===== config.mk =====
export PLATFORM = sky130hd
export DESIGN_NAME = register_file_param
export DESIGN_NICKNAME = d
export VERILOG_FILES = /design/src/rtl/register_file_param.sv
export SDC_FILE = /design/constraint.sdc
export NUM_CORES = 1
export LEC_CHECK = 0
export CAP_MARGIN = 30
export CELL_PAD_IN_SITES_DETAIL_PLACEMENT = 1
export CELL_PAD_IN_SITES_GLOBAL_PLACEMENT = 1
export CORE_ASPECT_RATIO = 0.8
export CORE_MARGIN = 5
export CORE_UTILIZATION = 45
export DETAILED_ROUTE_END_ITERATION = 7
export GPL_ROUTABILITY_DRIVEN = 0
export PLACE_DENSITY_LB_ADDON = 0.05
export SLEW_MARGIN = 20
export SYNTH_ARGS = -nofsm -noshare
export SYNTH_HDL_FRONTEND = slang
export SYNTH_SLANG_ARGS = --single-unit

===== constraint.sdc =====
create_clock -name Clk -period 3.3 [get_ports Clk]
set_input_delay 0.99 -clock Clk [delete_from_list [all_inputs] [get_ports Clk]]
set_output_delay 0.99 -clock Clk [all_outputs]
set_load 0.01 [all_outputs]

===== src/rtl/register_file_param.sv =====
// ---------------------------------------------------------------------------
// register_file_param
//
// Parametrised operand store for the ALU: DEPTH entries of WIDTH bits, one
// write port, two independent registered read ports (A and B) and a hardware
// sequencer that zeroes every entry, one per cycle, on request.
//
// Parameters:
//   WIDTH   data width of every entry
//   DEPTH   number of entries (>= 2, need not be a power of two)
//   ADDR_W  address width, 2**ADDR_W >= DEPTH
//
// Ports:
//   Clk               rising-edge clock
//   Reset_n           asynchronous active-low reset
//   Write_Enable      write request
//   Write_Address     write target
//   Write_Data        write value
//   Read_Enable_A/B   read request for port A/B
//   Read_Address_A/B  read address for port A/B
//   Read_Data_A/B     registered read data for port A/B
//   Read_Valid_A/B    high for the one cycle after an accepted read
//   Clear_Start       starts a bulk clear of all entries
//   Busy              bulk clear in progress
//
// Build option:
//   RF_BYPASS_EN  when defined, a read sampled on the same edge as an
//                 accepted write to the same address returns the new data
//                 (write-first). When undefined the old contents are
//                 returned (read-first).
// ---------------------------------------------------------------------------
module register_file_param #(
    parameter int WIDTH  = 8,
    parameter int DEPTH  = 4,
    parameter int ADDR_W = 2
) (
    input  logic              Clk,
    input  logic              Reset_n,
    input  logic              Write_Enable,
    input  logic [ADDR_W-1:0] Write_Address,
    input  logic [WIDTH-1:0]  Write_Data,
    input  logic              Read_Enable_A,
    input  logic [ADDR_W-1:0] Read_Address_A,
    output logic [WIDTH-1:0]  Read_Data_A,
    output logic              Read_Valid_A,
    input  logic              Read_Enable_B,
    input  logic [ADDR_W-1:0] Read_Address_B,
    output logic [WIDTH-1:0]  Read_Data_B,
    output logic              Read_Valid_B,
    input  logic              Clear_Start,
    output logic              Busy
);

    // One extra bit so DEPTH == 2**ADDR_W is still representable.
    localparam logic [ADDR_W:0]   DEPTH_L  = (ADDR_W + 1)'(DEPTH);
    localparam logic [ADDR_W-1:0] LAST_IDX = ADDR_W'(DEPTH - 1);

    typedef enum logic {
        IDLE  = 1'b0,
        CLEAR = 1'b1
    } clear_state_t;

    clear_state_t      state;
    logic [ADDR_W-1:0] clear_idx;

    logic [WIDTH-1:0]  mem [DEPTH];

    logic              write_ok;
    logic [WIDTH-1:0]  next_data_a;
    logic [WIDTH-1:0]  next_data_b;

    function automatic logic in_range(input logic [ADDR_W-1:0] addr);
        return ({1'b0, addr} < DEPTH_L);
    endfunction

    // Writes are only taken while the sequencer is idle and the target exists.
    assign write_ok = Write_Enable && !Busy && in_range(Write_Address);

    // Out-of-range reads return zero; the optional bypass forwards an
    // accepted write to a read of the same address on the same edge.
    always_comb begin
        next_data_a = '0;
        if (in_range(Read_Address_A)) begin
            next_data_a = mem[Read_Address_A];
        end
`ifdef RF_BYPASS_EN
        if (write_ok && (Write_Address == Read_Address_A)) begin
            next_data_a = Write_Data;
        end
`endif
    end

    always_comb begin
        next_data_b = '0;
        if (in_range(Read_Address_B)) begin
            next_data_b = mem[Read_Address_B];
        end
`ifdef RF_BYPASS_EN
        if (write_ok && (Write_Address == Read_Address_B)) begin
            next_data_b = Write_Data;
        end
`endif
    end

    // Storage plus clear sequencer. A write accepted on the edge that starts
    // a clear still lands; it is wiped later when the index reaches it. While
    // clearing, one entry is zeroed per edge and Busy drops on the edge that
    // zeroes the last entry.
    always_ff @(posedge Clk or negedge Reset_n) begin
        if (!Reset_n) begin
            for (int i = 0; i < DEPTH; i++) begin
                mem[i] <= '0;
            end
            state     <= IDLE;
            clear_idx <= '0;
            Busy      <= 1'b0;
        end else begin
            if (write_ok) begin
                mem[Write_Address] <= Write_Data;
            end
            case (state)
                IDLE: begin
                    if (Clear_Start) begin
                        state     <= CLEAR;
                        clear_idx <= '0;
                        Busy      <= 1'b1;
                    end
                end
                CLEAR: begin
                    mem[clear_idx] <= '0;
                    if (clear_idx == LAST_IDX) begin
                        state     <= IDLE;
                        clear_idx <= '0;
                        Busy      <= 1'b0;
                    end else begin
                        clear_idx <= clear_idx + 1'b1;
                    end
                end
                default: begin
                    state     <= IDLE;
                    clear_idx <= '0;
                    Busy      <= 1'b0;
                end
            endcase
        end
    end

    // Registered read ports: data holds between reads, valid pulses once.
    always_ff @(posedge Clk or negedge Reset_n) begin
        if (!Reset_n) begin
            Read_Data_A  <= '0;
            Read_Valid_A <= 1'b0;
            Read_Data_B  <= '0;
            Read_Valid_B <= 1'b0;
        end else begin
            Read_Valid_A <= Read_Enable_A;
            Read_Valid_B <= Read_Enable_B;
            if (Read_Enable_A) begin
                Read_Data_A <= next_data_a;
            end
            if (Read_Enable_B) begin
                Read_Data_B <= next_data_b;
            end
        end
    end

endmodule


# Word level (Yosys, flattened, before mapping)
# Index checks and enable logic that the tools add are counted.
word_totals:
  register_bits: 54
  in_bits: 20
  out_inout_bits: 19
  elab_cells: 55
op_classes:
  n_addsub: 1
  order_cmp: 6
  n_eq_ne: 3
  mux: 22
  n_bitwise: 7
  n_reduce_logical: 5
op_table:
  columns: ["operator", "count"]
  rows:
  - ["two-way mux 32 bit", 2]
  - ["two-way mux 8 bit", 6]
  - ["bitwise AND 32 bit", 1]
  - ["binary-select mux 8 bit (select 2 bit)", 2]
  - ["bitwise mux 32 bit", 1]
  - ["demux 8 bit (select 2 bit)", 2]
  - ["inverter 32 bit", 1]
  - [">= comparator 3 bit, second input constant", 4]
  - ["inverter 2 -> 3 bit", 4]
  - ["less-than comparator 3 x 1 -> 1 bit, second input constant", 2]
  - ["two-way mux 1 bit", 4]
  - ["two-way mux 2 bit", 2]
  - ["case mux 1 bit (2 select lines)", 2]
  - ["case mux 2 bit (2 select lines)", 1]
  - ["logical AND 1 bit", 3]
  - ["adder 2 x 1 -> 2 bit, second input constant", 1]
  - ["equality test 2 bit, second input constant", 1]
  - ["inequality test 2 x 1 -> 1 bit, second input constant", 1]
  - ["inequality test 2 bit, second input constant", 1]
  - ["AND reduction 2 bit", 1]
  - ["zero test 1 bit", 1]
  - ["inverter 1 bit", 1]

# Depth between registers and ports, before layout
# Gate-level depths: netlist of run 1.
depth:
  word_depth: 9
  mapped_depth: 5
  depth_no_buf: 4

# Worst setup path after synthesis of run 1
# Ideal clock, no wire load.
synth_path:
  path_kind: "in2reg"
  startpoint: "in Write_Address[0]"
  endpoint: "reg mem[24] (netlist bit)"
  t_arrival_ns: 1.820
  required_time_ns: 3.175
  slack_ns: 1.355
  cell_stages: 2
  cell_sequence: "nor4b_4 -> mux2_2"
synth_between:
  elab_chain_cells: 9
  elab_cells_between_ends: 10
  classes_between: "2 x order compare; 5 x mux; 2 x bitwise; 1 x reduce/logical"
synth_lines:
  columns: ["item", "line_no", "source"]
  rows:
  - ["from (decl)", "40", "input logic [ADDR_W-1:0] Write_Address,"]
  - ["inverter 2 -> 3 bit (implied by the code) (*)", "119", "mem[Write_Address] <= Write_Data;"]
  - [">= comparator 3 bit (implied by the code) or less-than comparator 3 x 1 -> 1 bit (tied branches)", "119", null]
  - ["logical AND 1 bit (implied by the code)", "119", null]
  - ["two-way mux 8 bit (implied by the code)", "119", null]
  - ["demux 8 bit (select 2 bit) (*)", "119", null]
  - ["bitwise mux 32 bit (*)", "119", null]
  - ["two-way mux 32 bit (*)", "118", "if (write_ok) begin"]
  - ["bitwise AND 32 bit (no line)", null, null]
  - ["two-way mux 32 bit (*)", "121", "case (state)"]
  - ["to (signal, indexed assignment)", "119", null]
  - ["to (decl)", "66", "logic [WIDTH-1:0] mem [DEPTH];"]
# Every way passes the cells marked *; elsewhere a longest branch is shown, timed or not.
# A chain may end at the register's enable or synchronous reset.

# Worst setup path after layout of run 1
layout_path:
  startpoint: "reg Busy"
  endpoint: "out Busy"
layout_rtl:
  columns: ["item", "line_no", "source"]
  rows:
  - ["from (decl)", "51", "output logic Busy"]
  - ["from (signal assigned)", "116", "Busy <= 1'b0;"]
  - ["from (signal assigned)", "126", "Busy <= 1'b1;"]
  - ["from (signal assigned)", "134", "Busy <= 1'b0;"]
# No word-level cell between the ends.

==> results of run 1 <==
[cell usage in the layout, fill, tap and decap left out, types with 2 or more instances in the layout]
| cell | synthesis | layout |
|---|---|---|
| dfrtp_1 | 54 | 54 |
| nand2_1 | 3 | 3 |
| clkinv_2 | 0 | 2 |
| clkdlybuf4s50_1 | 0 | 37 |
| mux2_2 | 31 | 31 |
| inv_1 | 4 | 4 |
| clkbuf_8 | 0 | 5 |
| o31ai_1 | 2 | 2 |
| buf_4 | 2 | 6 |
| mux2i_1 | 33 | 33 |
| a21boi_0 | 64 | 64 |
| o221ai_1 | 16 | 16 |
| nand2b_1 | 18 | 18 |
| ha_1 | 4 | 4 |
[per-stage QoR]
stage / utilization / worst slack [ns] / power [mW]
after floorplan: - / 1.36 / 1.75
after global placement: 0.536 / 0.723 / 2.14
after detailed placement: 0.536 / 0.684 / 2.18
after CTS: 0.548 / 0.905 / 2.54
after global routing: 0.548 / 0.847 / 2.72
final: 0.548 / 0.918 / 2.53
[state kept, by name (all words and copies together) (netlist names)]
register      cells
Read_Data_A       8
Read_Data_B       8
Read_Valid_B      1
Busy              1
clear_idx         2
Read_Valid_A      1
state             1
mem              32
[worst paths after layout]
kind,from,end,slack [ns]
setup / recovery,Busy,Busy,0.92
hold / removal,Read_Data_B[6],Read_Data_B[6],0.52
setup reg to reg,clear_idx[0],mem[9],1.58
hold reg to reg,Read_Data_B[6],Read_Data_B[6],0.52
max in group asynchronous,Reset_n,Read_Data_A[6],1.89
min in group asynchronous,Reset_n,state,0.72
[where the power goes]
group	leakage, nW	switching (mW)	internal [mW]	total, mW
sequential	0.723	0.201	0.902	1.10
combinational	0.797	0.546	0.522	1.07
clock	0.0438	0.221	0.144	0.364
[layer usage]
layer	wire, µm	vias to the layer above	track usage	part of all wire
li1	-	1007	-	-
met2	3470	40	0.296	0.44
met1	4040	1095	0.307	0.52
met4	34	0	0.0286	0.0043
met5	0	-	0	0
met3	283	4	0.0317	0.036
[layout make-up]
cell class	count	area (µm²)
well taps	84	105
clock buffers	5	68.8
multi-input cells	179	1580
repair buffers	44	420
flip-flops and latches	54	1350
inverters	4	15.0
fillers	692	2930
clock inverters	2	10.0
[kinds of logic after synthesis]
kind of cell	Yosys count	synth area share
compound gates	83	0.211
fa+ha+maj	4	0.0165
simple gates	27	0.0634
mux	65	0.227
buf+inv	25	0.0374
flops	54	0.444
==> results.md, run 1 <==
- Clock slew at reported path FFs: roughly 0.10 ns
- Placed cell area: 3470 µm²
- 1st-iter DRT viols: 93
- Vias in the first global route: 2299
- First-pass GRT wire length: 13200 µm
- Worst skew pair latency: 0.31 ns
- CP startpoint kind: flip-flop
- Worst-path fanout max: 7
- Largest stage delay, worst path: 0.59 ns
- Post-synth cell types: 23
- Avg Inst Size Synth: 11.8 µm²
- TritonCTS Sinks: 54
- Gate Count Post-Synth: about 260
- Min Hold Slack: 0.516 ns
- DP Wirelength: 5650 µm
- Largest net degree at the start of global routing: 71
- Peak Freq: between 400 and 500 MHz
- Hold_buf cts: 0
- Worst Skew: 0.0121 ns
- Final instance area: between 3000 and 4000 µm²
- Synth cell count leaders: a21boi_0, dfrtp_1, mux2i_1, mux2_2, nand2b_1
- ANT cells: 0
- CP Capture Type: output pin
- Cell depth of the worst setup path: 1
- Final Slew Violations: 0
- Most instantiated library cell after synthesis: a21boi_0
- Port-buffer cells: 38
- Synth top area share: 0.444
- Worst VDD drop: 437 µV
- Synthesized flop and latch total: 54
- Ys Warns: 0
- 1st-pass router iterations: 4
- Critical path required time: between 2 and 2.5 ns
- Chip height: ~84 µm
- Vias/cell: ~5.8
- Slew @ Worst Pin: 0.689 ns
- LEAKAGE: 1.56 nW
- Die area: 8510 µm²
- Number of synthesized flops with an enable pin: 0
- IO Pins: 39
- Max clock buf depth: 2
- CTS tree: yes
- Hold depth: 2
- Post-CTS Setup Inserts: 0
- CORE AREA: 6470 µm²
- All-Layer GR Usage: 0.198
- WS Path Type: reg -> out
- Htree depth: 2
- Final net count: around 310
- Crit-path leading delay family: buffers and inverters
- Final Hold Fails: 0
- Arrival @ worst endpoint: ~1.4 ns
- Synthesized area: 3040 µm²
- Synth-to-Final Area Change: 16.6%
- Main area contributors after synthesis: dfrtp_1, a21boi_0, mux2_2
- Die Span X: 102 µm
- Synth Net Count: 282
- Max-slew headroom: 0.541
- Slowest library cell on the worst path: clkdlybuf4s50_1
- Synth area leader: dfrtp_1
- Share of cells above drive strength 1: 0.163
- Period utilisation layout: 0.722
- R2R depth: 4
- Total number of vias: 2146
- Asr flop ratio synth: 1.00
- Final ANT Viol Nets: 0
- Initial antenna violation count: 0
- Hold Path Class: reg -> reg
- Post-Layout Cell Count: 372
- Bufs and invs on worst path: 1
- RSZ-0062 raised after global routing: false
- Cell Pwr Density: 715 nW/µm²
- CTS root buf: clkbuf_8
- Total Neg Setup Slack: 0 ns
- Remaining Overflow, GRT: 0
- Status: completed
- Sequential area share after synthesis: 0.444
- Final worst path period need: 2.38 ns
- Initial Util: 0.470
- Residual DRC count: 0
- Maxcap violations: 0
- DRT Wirelength: 7830 µm
- WL/cell: 21.0 µm
- Critical Path, Cell by Cell: clkdlybuf4s50_1
- Final setup viols: 0
- Core Rows: 26
- Top_reg_cell synth: dfrtp_1
- Number of buffers created by CTS: 5
- Post-cts sizing count: 0
- Placed Cells: 365
(Power assumes the default switching activity.)
==> run 2, diff against run 1 <==
- CORE_UTILIZATION: 45 -> 44
- clock period: 3.3 -> 2.47 ns (I/O delays scaled with it)
==> run 2 against run 1 <==
  * Largest cell class unchanged
  * Register-to-register slack lost 0.85 ns
  * Critical path depth is the same
  * Via count grew 1.1%
  * Highest routed layer unchanged
  * Worst setup slack lost 0.56 ns
  * Critical path type unchanged
  * Die area grew 2.0%
==> results.md, run 2 (synthesized netlist as in run 1, its figures left out) <==
- CTS tree: yes
- Final core utilization: 0.526 (-0.0213)
- Max clock buf depth: 2 (unchanged)
- Final instance area: 3570 µm² (+0.81%)
- Total Neg Setup Slack: 0 ns (unchanged)
- Share of cells above drive strength 1: 0.162 (-0.00113)
- Worst-path fanout max: 7 (unchanged)
- Clock slew at reported path FFs: 0.09 ns (about the same)
- Die area: 8680 µm² (+2.0%)
- Total number of vias: 2169 (+1.1%)
- Placed Cells: 370 (+1.4%)
- Remaining Overflow, GRT: 0 (unchanged)
- CORE AREA: 6790 µm² (+4.9%)
- CTS root buf: clkbuf_8
- Min setup slack post-route: 0.358 ns (-0.560 ns)
- Vias in the first global route: 2232 (-2.9%)
- Hold_buf cts: 0 (unchanged)
- Final Slew Violations: 0 (unchanged)
- Peak Freq: 473 MHz
- DP Wirelength: 5470 µm (-3.2%)
- Total power: 3.40 mW (+34%)
- Pre-CTS WS: 0.151 ns (-0.533 ns)
- First-pass GRT wire length: 12600 µm (-4.1%)
- Final setup viols: 0 (unchanged)
- Critical Path, Cell by Cell: clkdlybuf4s50_1
- Maxcap violations: 0 (unchanged)
- TritonCTS Sinks: 54 (unchanged)
- Slew @ Worst Pin: 0.604 ns (-0.0846 ns)
- Residual DRC count: 0 (unchanged)
- Commonest non-fill, non-tap cell in the layout: a21boi_0
- Cell Pwr Density: 952 nW/µm² (+33%)
- Final ANT Viol Nets: 0 (unchanged)
- Biggest register: mem
- Synth-to-Final Area Change: 17.6%
- Post-Layout Cell Count: 377 (+1.3%)
- Min Hold Slack: 0.405 ns (-0.111 ns)
- Status: completed
- DRT Wirelength: 7760 µm (-0.88%)
- Period utilisation layout: 0.855
- CP Capture Type: output pin
- Arrival @ worst endpoint: 1.37 ns (-0.02 ns)
- RSZ-0062 raised after global routing: false
- Die Span X: 103 µm (+1.0%)
- Crit-path leading delay family: buffers and inverters
- Most frequent cells in the layout: a21boi_0, dfrtp_1, clkdlybuf4s50_1
- Final Hold Fails: 0 (unchanged)
- WS Path Type: reg -> out
- LEAKAGE: 1.57 nW (+0.60%)
- Initial antenna violation count: 0 (unchanged)
- 1st-pass router iterations: 4 (unchanged)
- Largest stage delay, worst path: 0.59 ns (about the same)
- CP startpoint kind: flip-flop
- Bufs and invs on worst path: 1 (unchanged)
- Htree depth: 2 (unchanged)
- 1st-iter DRT viols: 79 (-15%)
- Critical path required time: 1.73 ns (-0.58 ns)
- Vias/cell: 5.75 (-0.27%)
- Final worst path period need: 2.11 ns
- Port-buffer cells: 38 (unchanged)
- Worst Skew: 0.00572 ns (-0.00642 ns)
- Largest registers: mem x32, Read_Data_A x8, Read_Data_B x8
- All-Layer GR Usage: 0.189 (-0.00964)
- Number of buffers created by CTS: 5 (unchanged)
- WL/cell: 20.6 µm (-2.2%)
- IO Pins: 39 (unchanged)
- Max-slew headroom: 0.597 (+0.0564)
- Largest net degree at the start of global routing: 71 (unchanged)
- Worst skew pair latency: 0.30 ns (about the same)
- Post-CTS Setup Inserts: 0 (unchanged)
- ANT cells: 0 (unchanged)
- Worst VDD drop: 658 µV (+51%)
- Post-cts sizing count: 0 (unchanged)
- Placed cell area: 3500 µm² (+0.90%)
- Max reg flops: 32 (unchanged)
- Final net count: 314 (+0.64%)
- Hold Path Class: in -> async
- Slowest library cell on the worst path: clkdlybuf4s50_1
- Chip height: 84.4 µm (+0.99%)
- Initial Util: 0.448 (-0.0219)
- Core Rows: 27 (+3.8%)
-- run 2: cell types whose count changed in the layout (fill, tap and decap cells not counted), sizes merged --
cell    delta
buf        +2
clkbuf     +2
clkinv     -2
-- run 2: report_power, final --
group | internal (mW) | switching (mW)
Clock | 0.197 | 0.286
Combinational | 0.701 | 0.736
Sequential | 1.21 | 0.279
-- run 2: cell type report --
type,count,area [µm²]
flip-flops and latches,54,1350
clock buffers,7,76.3
fillers,717,3220
inverters,4,15.0
repair buffers,46,448
multi-input cells,179,1580
well taps,87,109
-- run 2: path summary, 6_finish.rpt --
kind                                     start             end  slack [ns]  cells after the start
worst max-delay path                      Busy            Busy        0.36                      1
worst min-delay path                   Reset_n  Read_Data_A[3]        0.41                      1
worst max register to register    clear_idx[0]         mem[13]        0.73                      4
worst min register to register  Read_Data_A[4]  Read_Data_A[4]        0.52                      2
max in group asynchronous              Reset_n          mem[4]        1.49                      2
min in group Clk                Read_Data_A[4]  Read_Data_A[4]        0.52                      2
-- run 2: per-layer routing --
metal / routed length (µm) / vias to the layer above / GRT usage
met4: 52 / 0 / 0.0353
met1: 4040 / 1100 / 0.298
li1: - / 1020 / -
met3: 308 / 5 / 0.0282
met5: 0 / - / 0
met2: 3350 / 44 / 0.274
==> run 3, diff against run 2 <==
- CORE_UTILIZATION: 44 -> 45
- CTS_CLUSTER_DIAMETER: default -> 80
- DONT_BUFFER_PORTS: default -> 1
- PLACE_DENSITY_LB_ADDON: 0.05 -> 0.1
==> run 3 against run 2 <==
  * Critical path depth rose by 3
  * Hold slack got worse by 0.29 ns
  * Final area fell by 11%
  * Sequential power rose by 6%
  * Clock skew rose by 0.0013 ns
  * Core utilization fell by 3.4 points
  * Die area fell by 2.0%
  * Sequential share of layout area rose by 4.6 points
  * Critical path type is now reg -> reg
  * Critical endpoint is now mem[13]
  * Highest routed layer unchanged
==> results.md, run 3 (synthesized netlist as in run 1, its figures left out) <==
- Status: completed
- Vias in the first global route: 2153 (-3.5%)
- Most frequent cells in the layout: a21boi_0, dfrtp_1, mux2i_1
- CP startpoint kind: flip-flop
- Residual DRC count: 0 (unchanged)
- Total power: 3.26 mW (-4.1%)
- Final worst path period need: 1.72 ns (-0.391 ns)
- Worst-path fanout max: 16 (+9)
- Post-CTS Setup Inserts: 0 (unchanged)
- Share of cells above drive strength 1: 0.178 (+0.0161)
- Min Hold Slack: 0.114 ns (-0.291 ns)
- Die Span X: 102 µm (-1.0%)
- Chip height: 83.5 µm (-0.98%)
- IO Pins: 39 (unchanged)
- Crit-path leading delay family: adder cells
- Largest stage delay, worst path: 0.54 ns (-0.05 ns)
- RSZ-0062 raised after global routing: false
- Fillcell total: 687 (-4.2%)
- First-pass GRT wire length: 12500 µm (-1.5%)
- Number of buffers created by CTS: 5 (unchanged)
- DRT Wirelength: 7850 µm (+1.1%)
- Hold_buf cts: 0 (unchanged)
- Biggest register: mem
- Period utilisation layout: 0.697 (-0.158)
- Die area: 8510 µm² (-2.0%)
- Slowest library cell on the worst path: ha_1
- Final Hold Fails: 0 (unchanged)
- Htree depth: 2 (unchanged)
- Bufs and invs on worst path: 1 (unchanged)
- TritonCTS Sinks: 54 (unchanged)
- Worst Skew: 0.00700 ns (+0.00128 ns)
- Core Rows: 26 (-3.7%)
- CTS root buf: clkbuf_8
- Peak Freq: 581 MHz (+23%)
- Final setup viols: 0 (unchanged)
- 1st-pass router iterations: 4 (unchanged)
- Remaining Overflow, GRT: 0 (unchanged)
- Arrival @ worst endpoint: 1.91 ns (+0.54 ns)
- LEAKAGE: 1.42 nW (-9.7%)
- All-Layer GR Usage: 0.191 (+0.00263)
- 1st-iter DRT viols: 53 (-33%)
- Final net count: 271 (-14%)
- Post-cts sizing count: 0 (unchanged)
- Placed Cells: 324 (-12%)
- Hold Path Class: in -> async
- Min setup slack post-route: 0.749 ns (+0.391 ns)
- Max reg flops: 32 (unchanged)
- Worst VDD drop: 447 µV (-32%)
- Sw power: 1.22 mW (-6.2%)
- Final instance area: 3190 µm² (-11%)
- Critical Path, Cell by Cell: inv_1 > ha_1 > a21boi_0 > mux2_1
- WL/cell: 23.7 µm (+15%)
- Max clock buf depth: 2 (unchanged)
- Initial Util: 0.470 (+0.0219)
- Pre-CTS WS: 0.629 ns (+0.478 ns)
- Commonest non-fill, non-tap cell in the layout: a21boi_0
- Slew @ Worst Pin: 0.709 ns (+0.105 ns)
- Total Neg Setup Slack: 0 ns (unchanged)
- Final core utilization: 0.492 (-0.0340)
- Reg power frac: 0.482 (+0.046)
- Total number of vias: 1974 (-9.0%)
- Largest net degree at the start of global routing: 55 (-23%)
- Final Slew Violations: 0 (unchanged)
- Clock slew at reported path FFs: 0.10 ns (about the same)
- Sw Ratio: 0.374 (-0.00810)
- Cell depth of the worst setup path: 4 (+3)
- Critical path required time: 2.66 ns (+0.93 ns)
- Vias/cell: 5.96 (+3.7%)
- Max-slew headroom: 0.527 (-0.0703)
- Placed cell area: 3080 µm² (-12%)
- Int Pwr: 2.04 mW (-2.9%)
- R2R depth: 4 (unchanged)
- Initial antenna violation count: 0 (unchanged)
- CP Capture Type: flip-flop
- CTS tree: yes
- Port-buffer cells: 0 (-100%)
- ANT cells: 0 (unchanged)
- Maxcap violations: 0 (unchanged)
- Worst skew pair latency: 0.31 ns (about the same)
- CORE AREA: 6470 µm² (-4.7%)
- Cell Pwr Density: 1020 nW/µm² (+7.5%)
- Largest registers: mem x32, Read_Data_A x8, Read_Data_B x8
- DP Wirelength: 5270 µm (-3.7%)
- Clock power frac: 0.191 (+0.049)
- WS Path Type: reg -> reg
- Part of the power in combinational logic: 0.328 (-0.094)
- Post-Layout Cell Count: 331 (-12%)
- Synth-to-Final Area Change: 4.86%
- Final ANT Viol Nets: 0 (unchanged)
==> run 3: changes by cell type in the layout (fill, tap and decap cells not counted), sizes merged <==
cell and change:
clkdlybuf4s50 -37, bufinv +1, buf -6, clkbuf -1
==> run 3: layout make-up <==
class | count | area (µm²) | share of cell area
Timing Repair Buffer | 3 | 22.5 | 0.00706
Clock inverter | 1 | 30.0 | 0.00942
Sequential cell | 54 | 1350 | 0.424
Clock buffer | 6 | 82.6 | 0.0259
Inverter | 4 | 15.0 | 0.00471
Multi-Input combinational cell | 179 | 1580 | 0.496
Tap cell | 84 | 105 | 0.0330
==> run 3: per-layer routing <==
layer / routed length (µm) / global-route usage / vias to the layer above
li1: - / - / 928
met1: 3810 / 0.286 / 990
met2: 3450 / 0.282 / 47
met3: 485 / 0.0401 / 9
met4: 92 / 0.0429 / 0
met5: 0 / 0 / -
==> run 3: worst register-to-register path: stages (launching register included) <==
cell and delay, ns:
dfrtp_1 0.43, inv_1 0.13, ha_1 0.54, a21boi_0 0.19, mux2_1 0.33
==> run 3: path summary, 6_finish.rpt <==
path	start	slack [ns]	endpoint
max	clear_idx[0]	0.75	mem[13]
min	Reset_n	0.11	mem[9]
max reg2reg	clear_idx[0]	0.75	mem[13]
min reg2reg	Read_Data_A[2]	0.59	Read_Data_A[2]
max in group asynchronous	Reset_n	2.26	mem[15]
min in group Clk	Read_Enable_B	0.45	Read_Valid_B
==> run 3: power by group through the flow <==
stage          Clock (mW)  Sequential (mW)  Combinational [mW]
5_1_grt             0.666             1.62                1.20
4_1_cts             0.632             1.57                1.08
2_1_floorplan           0             1.45               0.886
3_3_place_gp            0             1.58                1.04
6_report            0.623             1.57                1.07
3_5_place_dp            0             1.59                1.07
